[src/rtl/m_pkg.sv]
// -----------------------------------------------------------------------------
// m_pkg
//   Shared definitions for the M-extension datapath: operand widths, funct3
//   opcodes, issue FSM state encoding and the divide corner-case constants.
//   Imported by the issue sequencer, the result fixup mux, the M unit and
//   decode.
// -----------------------------------------------------------------------------
package m_pkg;

    localparam int XLEN = 32;
    localparam int RA_W = 5;

    // funct3 encodings of the M extension
    localparam logic [2:0] F3_MUL    = 3'b000;
    localparam logic [2:0] F3_MULH   = 3'b001;
    localparam logic [2:0] F3_MULHSU = 3'b010;
    localparam logic [2:0] F3_MULHU  = 3'b011;
    localparam logic [2:0] F3_DIV    = 3'b100;
    localparam logic [2:0] F3_DIVU   = 3'b101;
    localparam logic [2:0] F3_REM    = 3'b110;
    localparam logic [2:0] F3_REMU   = 3'b111;

    localparam logic [XLEN-1:0] INT_MIN  = {1'b1, {(XLEN-1){1'b0}}};
    localparam logic [XLEN-1:0] ALL_ONES = '1;

    typedef enum logic [1:0] {
        ST_IDLE = 2'd0,
        ST_BUSY = 2'd1,
        ST_DONE = 2'd2
    } state_e;

    // funct3[2] separates divide/remainder from the multiply family
    function automatic logic is_div_op(input logic [2:0] f3);
        return f3[2];
    endfunction

endpackage

[src/rtl/m_issue_ctrl_if.sv]
// -----------------------------------------------------------------------------
// m_issue_ctrl_if
//   Request channel from execute into the M-op issue sequencer.
//   req_valid / req_ready : valid/ready handshake, op accepted when both high
//   req_op                : funct3 of the M-op
//   req_a / req_b         : rs1 / rs2 values
//   req_rd                : destination register
//   master = execute side, slave = issue sequencer side.
// -----------------------------------------------------------------------------
interface m_issue_ctrl_if;
    import m_pkg::*;

    logic            req_valid;
    logic            req_ready;
    logic [2:0]      req_op;
    logic [XLEN-1:0] req_a;
    logic [XLEN-1:0] req_b;
    logic [RA_W-1:0] req_rd;

    modport master (
        output req_valid, req_op, req_a, req_b, req_rd,
        input  req_ready
    );

    modport slave (
        input  req_valid, req_op, req_a, req_b, req_rd,
        output req_ready
    );

endinterface

[src/rtl/m_result_fixup.sv]
// -----------------------------------------------------------------------------
// m_result_fixup
//   Combinational mux applying the RISC-V divide corner cases to the raw
//   M unit result. Multiply ops pass through unchanged.
//   i_op     : funct3 of the op
//   i_a/i_b  : operands the op was launched with
//   i_m_c    : raw M unit result
//   o_result : architecturally correct result
// -----------------------------------------------------------------------------
module m_result_fixup
    import m_pkg::*;
(
    input  logic [2:0]      i_op,
    input  logic [XLEN-1:0] i_a,
    input  logic [XLEN-1:0] i_b,
    input  logic [XLEN-1:0] i_m_c,
    output logic [XLEN-1:0] o_result
);

    logic w_b_zero;
    logic w_ovf;

    assign w_b_zero = (i_b == '0);
    assign w_ovf    = (i_a == INT_MIN) && (i_b == ALL_ONES);

    always_comb begin
        // NOTE: default first so every path assigns o_result; no latch is inferred.
        o_result = i_m_c;
        unique case (i_op)
            F3_DIV: begin
                if (w_b_zero)   o_result = ALL_ONES;
                else if (w_ovf) o_result = INT_MIN;
            end
            F3_DIVU: begin
                if (w_b_zero)   o_result = ALL_ONES;
            end
            F3_REM: begin
                if (w_b_zero)   o_result = i_a;
                else if (w_ovf) o_result = '0;
            end
            F3_REMU: begin
                if (w_b_zero)   o_result = i_a;
            end
            default: ;  // multiply family: raw product
        endcase
    end

endmodule

[src/rtl/m_issue_ctrl.sv]
// -----------------------------------------------------------------------------
// m_issue_ctrl
//   Issue/writeback sequencer in front of the M-extension arithmetic unit.
//   Accepts one op, holds its operands for the unit latency while stalling
//   the core, applies divide corner cases and emits a one-cycle writeback.
//   clk, rst_n   : clock, asynchronous active-low reset
//   i_flush      : kills the in-flight op / blocks accept
//   req          : request channel (slave side)
//   o_m_en       : launch strobe, first BUSY cycle only
//   o_m_op/a/b   : latched op and operands to the M unit
//   i_m_c        : M unit result
//   o_stall      : freeze upstream pipeline
//   o_busy       : sequencer not idle
//   o_wb_valid   : one-cycle writeback strobe (suppressed for x0)
//   o_wb_rd/data : writeback destination and value
// -----------------------------------------------------------------------------
module m_issue_ctrl
    import m_pkg::*;
#(
    parameter int MUL_LAT = 2,
    parameter int DIV_LAT = 2
) (
    input  logic             clk,
    input  logic             rst_n,
    input  logic             i_flush,
    m_issue_ctrl_if.slave    req,
    output logic             o_m_en,
    output logic [2:0]       o_m_op,
    output logic [XLEN-1:0]  o_m_a,
    output logic [XLEN-1:0]  o_m_b,
    input  logic [XLEN-1:0]  i_m_c,
    output logic             o_stall,
    output logic             o_busy,
    output logic             o_wb_valid,
    output logic [RA_W-1:0]  o_wb_rd,
    output logic [XLEN-1:0]  o_wb_data
);

    localparam int MAX_LAT = (MUL_LAT > DIV_LAT) ? MUL_LAT : DIV_LAT;
    localparam int CNT_W   = (MAX_LAT > 1) ? $clog2(MAX_LAT) : 1;

    state_e          r_state;
    state_e          w_state_nxt;
    logic [CNT_W-1:0] r_cnt;
    logic [CNT_W-1:0] r_last;     // LAT-1 of the op in flight
    logic [2:0]      r_op;
    logic [XLEN-1:0] r_a;
    logic [XLEN-1:0] r_b;
    logic [RA_W-1:0] r_rd;
    logic [RA_W-1:0] r_wb_rd;
    logic [XLEN-1:0] r_wb_data;

    logic            w_accept;
    logic            w_last_busy;
    logic [XLEN-1:0] w_fixed;

    assign w_accept    = req.req_valid & req.req_ready;
    assign w_last_busy = (r_state == ST_BUSY) && (r_cnt == r_last);

    // Fixup works on the latched operands, never on the live request.
    m_result_fixup u_fixup (
        .i_op     (r_op),
        .i_a      (r_a),
        .i_b      (r_b),
        .i_m_c    (i_m_c),
        .o_result (w_fixed)
    );

    always_ff @(posedge clk or negedge rst_n) begin
        if (!rst_n) begin
            r_state <= ST_IDLE;
        end else begin
            // NOTE: non-blocking assignments for all state so every register samples pre-edge values.
            r_state <= w_state_nxt;
        end
    end

    always_comb begin
        w_state_nxt    = r_state;
        req.req_ready  = (r_state == ST_IDLE) & ~i_flush;
        o_m_en         = (r_state == ST_BUSY) && (r_cnt == '0);
        o_stall        = ((r_state == ST_IDLE) & req.req_valid) | (r_state == ST_BUSY);
        o_busy         = (r_state != ST_IDLE);
        o_wb_valid     = (r_state == ST_DONE) & ~i_flush & (r_wb_rd != '0);

        unique case (r_state)
            ST_IDLE: if (w_accept)    w_state_nxt = ST_BUSY;
            ST_BUSY: if (w_last_busy) w_state_nxt = ST_DONE;
            ST_DONE:                  w_state_nxt = ST_IDLE;
            default:                  w_state_nxt = ST_IDLE;
        endcase

        if (i_flush) w_state_nxt = ST_IDLE;
    end

    always_ff @(posedge clk or negedge rst_n) begin
        if (!rst_n) begin
            // NOTE: every datapath register is reset so the M unit and writeback ports read 0 after reset.
            r_cnt     <= '0;
            r_last    <= '0;
            r_op      <= '0;
            r_a       <= '0;
            r_b       <= '0;
            r_rd      <= '0;
            r_wb_rd   <= '0;
            r_wb_data <= '0;
        end else begin
            if (w_accept) begin
                r_cnt  <= '0;
                r_last <= is_div_op(req.req_op) ? CNT_W'(DIV_LAT - 1) : CNT_W'(MUL_LAT - 1);
                r_op   <= req.req_op;
                r_a    <= req.req_a;
                r_b    <= req.req_b;
                r_rd   <= req.req_rd;
            end else if (r_state == ST_BUSY) begin
                r_cnt  <= r_cnt + 1'b1;
            end

            if (w_last_busy && !i_flush) begin
                r_wb_rd   <= r_rd;
                r_wb_data <= w_fixed;
            end
        end
    end

    assign o_m_op    = r_op;
    assign o_m_a     = r_a;
    assign o_m_b     = r_b;
    assign o_wb_rd   = r_wb_rd;
    assign o_wb_data = r_wb_data;

endmodule
[src/flat_wrapper.sv]
// flat-port wrapper written by rule: the top's interface ports become plain ports
module m_issue_ctrl_flat import m_pkg::*;
#(
    parameter int MUL_LAT = 2,
    parameter int DIV_LAT = 2
)
  (clk, rst_n, i_flush, o_m_en, o_m_op, o_m_a, o_m_b, i_m_c, o_stall, o_busy, o_wb_valid, o_wb_rd, o_wb_data, req_req_valid, req_req_op, req_req_a, req_req_b, req_req_rd, req_req_ready);
  m_issue_ctrl_if req_i ();
  input  logic clk;
  input  logic rst_n;
  input  logic i_flush;
  output logic o_m_en;
  output logic [2:0] o_m_op;
  output logic [XLEN-1:0] o_m_a;
  output logic [XLEN-1:0] o_m_b;
  input  logic [XLEN-1:0] i_m_c;
  output logic o_stall;
  output logic o_busy;
  output logic o_wb_valid;
  output logic [RA_W-1:0] o_wb_rd;
  output logic [XLEN-1:0] o_wb_data;
  input wire logic [$bits(req_i.req_valid)-1:0] req_req_valid;
  input wire logic [$bits(req_i.req_op)-1:0] req_req_op;
  input wire logic [$bits(req_i.req_a)-1:0] req_req_a;
  input wire logic [$bits(req_i.req_b)-1:0] req_req_b;
  input wire logic [$bits(req_i.req_rd)-1:0] req_req_rd;
  output wire logic [$bits(req_i.req_ready)-1:0] req_req_ready;
  assign req_i.req_valid = req_req_valid;
  assign req_i.req_op = req_req_op;
  assign req_i.req_a = req_req_a;
  assign req_i.req_b = req_req_b;
  assign req_i.req_rd = req_req_rd;
  assign req_req_ready = req_i.req_ready;
  m_issue_ctrl #(.MUL_LAT(MUL_LAT), .DIV_LAT(DIV_LAT)) u_core (.clk(clk), .rst_n(rst_n), .i_flush(i_flush), .req(req_i), .o_m_en(o_m_en), .o_m_op(o_m_op), .o_m_a(o_m_a), .o_m_b(o_m_b), .i_m_c(i_m_c), .o_stall(o_stall), .o_busy(o_busy), .o_wb_valid(o_wb_valid), .o_wb_rd(o_wb_rd), .o_wb_data(o_wb_data));
endmodule
[config.mk]
export PLATFORM = sky130hd
export DESIGN_NAME = m_issue_ctrl_flat
export DESIGN_NICKNAME = d
export VERILOG_FILES = /design/src/rtl/m_pkg.sv /design/src/rtl/m_issue_ctrl_if.sv /design/src/rtl/m_result_fixup.sv /design/src/rtl/m_issue_ctrl.sv /design/src/flat_wrapper.sv
export SDC_FILE = /design/constraint.sdc
export NUM_CORES = 1
export LEC_CHECK = 0
export BUFFER_PORTS_ARGS = -buffer_cell sky130_fd_sc_hd__buf_2
export CAP_MARGIN = 25
export CORE_MARGIN = 4
export CORE_UTILIZATION = 45
export CTS_BUF_LIST = sky130_fd_sc_hd__clkbuf_4 sky130_fd_sc_hd__clkbuf_8
export DETAILED_ROUTE_END_ITERATION = 8
export PLACE_DENSITY = 0.75
export SETUP_SLACK_MARGIN = 0.4
export SYNTH_ARGS = -nofsm -noshare
export SYNTH_HDL_FRONTEND = slang
export SYNTH_HIERARCHICAL = 1
export SYNTH_SLANG_ARGS = --single-unit
[constraint.sdc]
create_clock -name clk -period 8 [get_ports clk]
set_input_delay 0.4 -clock clk [delete_from_list [all_inputs] [get_ports clk]]
set_output_delay 0.4 -clock clk [all_outputs]
set_load 0.01 [all_outputs]
==> key figures, run 1 <==
Run status
  • Status: finished, final reports clean

Worst hold path
  • Hold WC Path Type: in2reg
  • Hold endpoint: u_core/r_state[0]$_DFFE_PN0P_
  • Hold Path Depth: 2
  • Worst hold start: i_flush

STA
  • Setup slack after layout: ~5 ns
  • Crit share post-route: a little under two fifths
  • RSZ-0062 raised after global routing: no
  • Slew HR: 32.8%
  • Peak Freq: ~0.33 GHz
  • Setup Viol. Count Final: 0
  • Slew Viols, Final: 0
  • Clk_skew: ~0.010 ns
  • Min Hold Slack: roughly 0.19 ns
  • Final Hold Viols: 0
  • Sum of negative setup slack: 0 ns
  • Min Tclk post-route: roughly 3.0 ns
  • Slew @ Worst Pin: about 1.0 ns

Setup path
  • Crit path kind: reg2reg
  • Worst EP arrival: between 3 and 4 ns
  • CP required: about 8.3 ns
  • CP cell instances: or4b_1 > or4_1 > or4_4 > a21oi_2 > buf_4 > o2bb2ai_1 > mux2_2
  • Slowest cell on the critical path: or4_4
  • CP max stage delay: 0.57 ns
  • Crit path capture type: register
  • Worst setup SP type: register
  • Reg-to-reg startpoint: u_core/o_m_a[20]$_DFFE_PN0P_
  • Crit path max fanout: 30
  • Depth of the worst register-to-register path: 7
  • Critical R2R Capture: u_core/o_wb_data[8]$_DFFE_PN0P_
  • Worst R2R Setup Slack: approximately 5.0 ns

Pwr
  • VDD IR max: about 0.18 mV
  • Power density over the cells: approximately 340 nW/um^2
  • Leakage: between 0.003 and 0.004 uW

Route
  • Via count: ~4200
  • Drt total wl: 15.1 mm
  • Remaining DRCs: 0
  • Antenna viol nets, final: 0
  • Vias/cell: 5.48
  • Wire per inst: between 15 and 20 um
  • Drt first pass iters: 4
  • 1st-iter DRT viols: about 330

Placed design
  • Pre-CTS WS: approximately 5 ns
  • I/O Buffers: ~220
  • Gpl congestion: about 0.80
  • HPWL Detailed: around 11 mm

Clock tree
  • Root Buffer: clkbuf_8
  • TritonCTS buffer count: 17
  • Clock tree sinks: around 110
  • Post-CTS sizing: 0
  • CTS tree: built
  • Skew-Pair Late Insertion Delay: between 0.4 and 0.5 ns
  • Worst-path clk slew: 0.07 ns
  • H-Tree Depth: 4
  • Clock Tree Buf Depth: 2

Global route
  • Vias in the first global route: roughly 4300
  • Largest net degree at the start of global routing: 75
  • Initial antenna violation count: 1
  • Tot GR Track Use: about 22%
  • First-pass GRT wire length: around 23 mm
  • Grt ovf: 0

Logic synthesis
  • Syn nets: 511
  • Most frequent cell after synthesis: dfrtp_1
  • Post-synth EDFFs: 0
  • Yosys reg bits: ~110
  • Top cells by count, synth: dfrtp_1 (113), mux2_2 (90), nand2b_1 (31), a22oi_1 (29), o2bb2ai_1 (29)
  • Syn Inst Count: between 400 and 500
  • Number of distinct library cells after synthesis: 34
  • Main synth FF type: dfrtp_1
  • Mapped Area: 5370 um^2
  • Mean Syn Cell Area: 13.3 um^2
  • Asr flop ratio synth: between 90% and 100%
  • Register area share after synthesis: 52.7%
  • Synth area leaders: dfrtp_1 (53%), mux2_2 (19%), mux2_4 (5.3%), o2bb2ai_1 (4.7%), a22oi_1 (4.1%)
  • Post-synth top area share: ~53%
  • Cell taking the most area after synthesis: dfrtp_1
  • Yosys Warn Count: 6

Floorplan
  • DIE WIDTH: 117 um
  • FP Rows: 39
  • Top Ports: 217
  • Core area: roughly 12000 um^2
  • Initial core utilization: a little under half
  • Die Ht: between 100 and 150 um
  • Die area: around 14000 um^2

Flow run
  • Max Cap Violations: 0

Cells and area
  • Layout cells sized above 1: between 50 and 60%
  • Final core occ: 61.1%
  • Syn-to-layout area delta: 31.7%
  • # fillers: around 960
  • Post-layout nets: slightly above 700
worst max path at each step:
stage,cells after the start,from,endpoint
final,7,u_core/o_m_a[20]$_DFFE_PN0P_,u_core/o_wb_data[8]$_DFFE_PN0P_
after global routing,7,u_core/o_m_a[19]$_DFFE_PN0P_,u_core/o_wb_data[17]$_DFFE_PN0P_
after CTS,7,u_core/o_m_a[20]$_DFFE_PN0P_,u_core/o_wb_data[17]$_DFFE_PN0P_
after detailed placement,7,u_core/o_m_a[20]$_DFFE_PN0P_,u_core/o_wb_data[17]$_DFFE_PN0P_
after global placement,7,u_core/o_m_a[20]$_DFFE_PN0P_,u_core/o_wb_data[28]$_DFFE_PN0P_
after floorplan,6,u_core/o_m_a[20]$_DFFE_PN0P_,u_core/o_wb_data[31]$_DFFE_PN0P_
power by group:
group	leakage, uW	internal [uW]	switching [uW]	total [uW]
combinational	0.00175	428	365	793
clock	0.000255	433	225	659
sequential	0.00132	790	198	988
kinds of logic (layout without fill, tap and decap cells):
family,after synthesis,count (layout),share of synthesized area [%]
AO/OA/AOI/OAI,67,67,10.0
XOR/XNOR,2,2,0.326
buffers and inverters,33,260,3.29
flip-flops,113,113,52.7
multiplexers,109,109,24.2
other,0,1,0
AND/OR/NAND/NOR,79,79,9.51
through the flow:
step                      power [uW]  area, um^2  cells
final                           2440        7070    774
after floorplan                 1410        5370    403
after detailed placement        1790        6540    739
after global placement          1760        6500    737
after global routing            2580        7070    773
after CTS                       2460        7040    772
critical path: cells and delay by family (launching register included):
family	cells	cell delay, ns
simple gates	3	1.60
flops	1	0.40
buf+inv	1	0.32
compound gates	2	0.28
mux	1	0.28
routing by layer:
metal / part of all wire, % / track usage, % / wire length (um)
met1: 40 / 27.7 / 6090
met2: 49 / 35.7 / 7450
met3: 8.2 / 7.30 / 1240
met4: 2.3 / 9.63 / 352
met5: 0 / 0 / 0
cells in the final DEF (no fill, tap or decap), drive strengths merged, types with 2 or more instances in the layout:
master,instances
buf,222
dfrtp,113
mux2,109
nand2b,31
a22oi,29
o2bb2ai,29
clkbuf,21
nand4,9
or4,9
nor2,8
nor4,8
bufinv,6
clkinv,5
inv,5
nor4b,3
o21ai,3
or2,2
xor2,2
and4,2
and4b,2
sequential cells by signal, indices dropped and copies added, names as in the netlist:
signal,count
u_core/r_cnt,1
u_core/r_rd,5
u_core/o_m_b,32
u_core/r_state,2
u_core/r_last,1
u_core/o_m_op,3
u_core/o_wb_rd,5
u_core/o_m_a,32
u_core/o_wb_data,32
repair_timing:
action,4_1_cts,5_1_grt
hold endpoints to repair,16,0
hold buffers,1,0
buffers inserted,0,0
final cells by class:
class	count	area (um^2)	share of cell area, %
Antenna cell	1	2.50	0.0354
Clock buffer	21	289	4.09
Clock inverter	11	205	2.90
Inverter	5	18.8	0.265
Multi-Input combinational cell	257	2370	33.5
Sequential cell	113	2830	40.0
Tap cell	143	179	2.53
Timing Repair Buffer	223	1180	16.7
Note: power is estimated with default switching activity, not from simulation.
==> run 2, diff against run 1 <==
Settings changed: PLACE_DENSITY 0.75 to 0.78.
Clock period 8 ns to 2.5 ns, I/O delays scaled along.
==> run 2 against run 1 <==
Against the previous run:
- the flow now finishes with violations (setup timing)
- largest power group unchanged
- flip-flop and latch count is the same
- power grew to 3.2 times the previous value
- count of clock-buffer cells in the layout grew 6
- combinational power grew to 3.7 times the previous value
- register-to-register slack lost 5.4 ns
- hold slack lost 0.14 ns
- critical endpoint is now u_core/o_wb_data[31]$_DFFE_PN0P_
- critical path depth shrank 1
==> key figures, run 2 (same netlist as run 1, synthesis figures left out) <==
STA
  • Crit share post-route: 115%
  • Setup Viol. Count Final: 32
  • Sum of negative setup slack: -10.72 ns
  • Clk_skew: ~0.013 ns
  • Min Tclk post-route: 2.87 ns
  • Slew @ Worst Pin: approximately 0.95 ns
  • RSZ-0062 raised after global routing: yes
  • Slew HR: 36.5%
  • Peak Freq: ~0.35 GHz
  • Setup slack after layout: -0.367 ns
  • Final Hold Viols: 0
  • Slew Viols, Final: 0

Floorplan
  • Core area: 11600 um^2
  • Die area: 13700 um^2
  • DIE WIDTH: about 120 um
  • Top Ports: around 220
  • Die Ht: between 100 and 150 um
  • Initial core utilization: between 40% and 50%
  • FP Rows: 39

Clock tree
  • Worst-path clk slew: approximately 0.060 ns
  • Skew-Pair Late Insertion Delay: between 0.4 and 0.5 ns
  • Clock tree sinks: around 110
  • Clock Tree Buf Depth: 2
  • H-Tree Depth: 4
  • Root Buffer: clkbuf_8
  • CTS tree: built
  • TritonCTS buffer count: 17

Placed design
  • Cells after DPL: 767
  • HPWL Detailed: 11.4 mm
  • Gpl congestion: between 0.8 and 0.9
  • Placed cell area: slightly below 7000 um^2
  • Pre-CTS WS: -0.359 ns
  • I/O Buffers: between 200 and 250

Cells and area
  • Multi-input gate area: 2380 um^2
  • Leading cell type in the layout, fill and taps excluded: buf_2
  • Most frequent cells in the layout: buf_2 (215), dfrtp_1 (113), mux2_2 (90)
  • # fillers: between 700 and 800
  • Final instance area: between 7000 and 8000 um^2
  • Post-layout nets: around 830
  • Layout cells sized above 1: between 50% and 60%
  • Syn-to-layout area delta: 48.0%
  • Reg area: 2830 um^2
  • Final std cells w/o fill: 877

Global route
  • Vias in the first global route: 5108
  • Largest net degree at the start of global routing: 74
  • First-pass GRT wire length: 26.7 mm
  • Initial antenna violation count: 3
  • Tot GR Track Use: ~26%
  • Grt ovf: 0
  • Met1 usage: between 30 and 40%
  • GR peak layer: met2
  • Global routing met2 resource utilization: between 40% and 50%
  • Met3 usage: 6.43%

Route
  • Antenna viol nets, final: 0
  • Vias/cell: around 5.5
  • 1st-iter DRT viols: between 300 and 400
  • Drt first pass iters: 5
  • Drt total wl: around 17 mm
  • Via count: roughly 4800
  • Remaining DRCs: 0
  • Wire per inst: 19.7 um

Setup path
  • Crit path capture type: register
  • Worst setup SP type: register
  • Slowest cell on the critical path: or4_4
  • Cell mode on critical path: or4_4
  • Critical R2R Capture: u_core/o_wb_data[31]$_DFFE_PN0P_
  • Worst EP arrival: roughly 3.2 ns
  • End point of the critical path: u_core/o_wb_data[31]$_DFFE_PN0P_
  • Crit path max fanout: 3
  • Crit. Startpoint: u_core/o_m_a[19]$_DFFE_PN0P_
  • Crit path kind: reg2reg
  • CP cell instances: or4_4 > or4_4 > or4_4 > o211a_1 > a221o_1 > mux2_2
  • Depth of the worst register-to-register path: 6
  • CP max stage delay: 0.55 ns
  • Worst R2R Setup Slack: -0.37 ns
  • CP required: ~2.8 ns
  • Reg-to-reg startpoint: u_core/o_m_a[19]$_DFFE_PN0P_

Run status
  • Failing checks: setup timing
  • Status: finished, violations left

Pwr
  • Power density over the cells: roughly 970 nW/um^2
  • Leakage: approximately 0.0037 uW
  • VDD IR max: between 0.6 and 0.7 mV

Worst hold path
  • Hold WC Path Type: in2reg

Flow run
  • Max Cap Violations: 0
[run 2: worst max-delay path: cells and delay by family (launching register included)]
kind	cells	cell delay, ns
and+or+nand+nor	3	1.61
DFF	1	0.38
muxes	1	0.26
AOI/OAI and AO/OA	2	0.51
[run 2: timing repair]
action                                 4_1_cts  5_1_grt
endpoints found under the hold margin      113        0
buffers inserted                             0        1
setup endpoints to repair                   32       32
pin swaps                                    0        1
hold buffers                                74        0
gates resized for setup                      4        1
[run 2: through the flow]
| stage | total power (uW) | util [%] | hold WS [ns] |
|---|---|---|---|
| CTS | 7680 | 68.5 | 0.0179 |
| global route | 8130 | 68.7 | 0.0304 |
| floorplan | 4510 | - | -0.171 |
| detailed placement | 5910 | 58.7 | 0.133 |
| finish | 7680 | 68.7 | 0.0499 |
| global placement | 5800 | 58.7 | 0.128 |
[run 2: cell type report]
cell class,count,area share (%)
multi-input cells,257,30.0
inverters,5,0.236
well taps,143,2.25
clock inverters,5,0.630
diodes,3,0.0945
flip-flops and latches,113,35.6
clock buffers,27,4.28
repair buffers,324,27.0
[run 2: worst min path at each step]
stage | from | to | slack [ns] | cells after the start
detailed placement | rst_n | u_core/o_m_b[25]$_DFFE_PN0P_ | 0.13 | 1
global route | i_m_c[25] | u_core/o_wb_data[25]$_DFFE_PN0P_ | 0.03 | 3
global placement | rst_n | u_core/o_m_b[25]$_DFFE_PN0P_ | 0.13 | 1
finish | i_m_c[2] | u_core/o_wb_data[2]$_DFFE_PN0P_ | 0.05 | 3
CTS | req_req_valid | u_core/r_state[0]$_DFFE_PN0P_ | 0.02 | 3
floorplan | rst_n | u_core/o_m_a[0]$_DFFE_PN0P_ | -0.17 | 0
[run 2: power breakdown]
| part | total, uW | switching (uW) | internal [uW] |
|---|---|---|---|
| Clock | 1660 | 697 | 967 |
| Combinational | 2900 | 1320 | 1590 |
| Sequential | 3120 | 588 | 2530 |
| Total | 7680 | 2600 | 5080 |
[run 2: routing by layer]
metal / routed length (um) / vias to the layer above
met1: 6500 / 2336
met4: 655 / 2
met2: 8940 / 234
li1: - / 2162
met3: 1190 / 62
met5: 18 / -
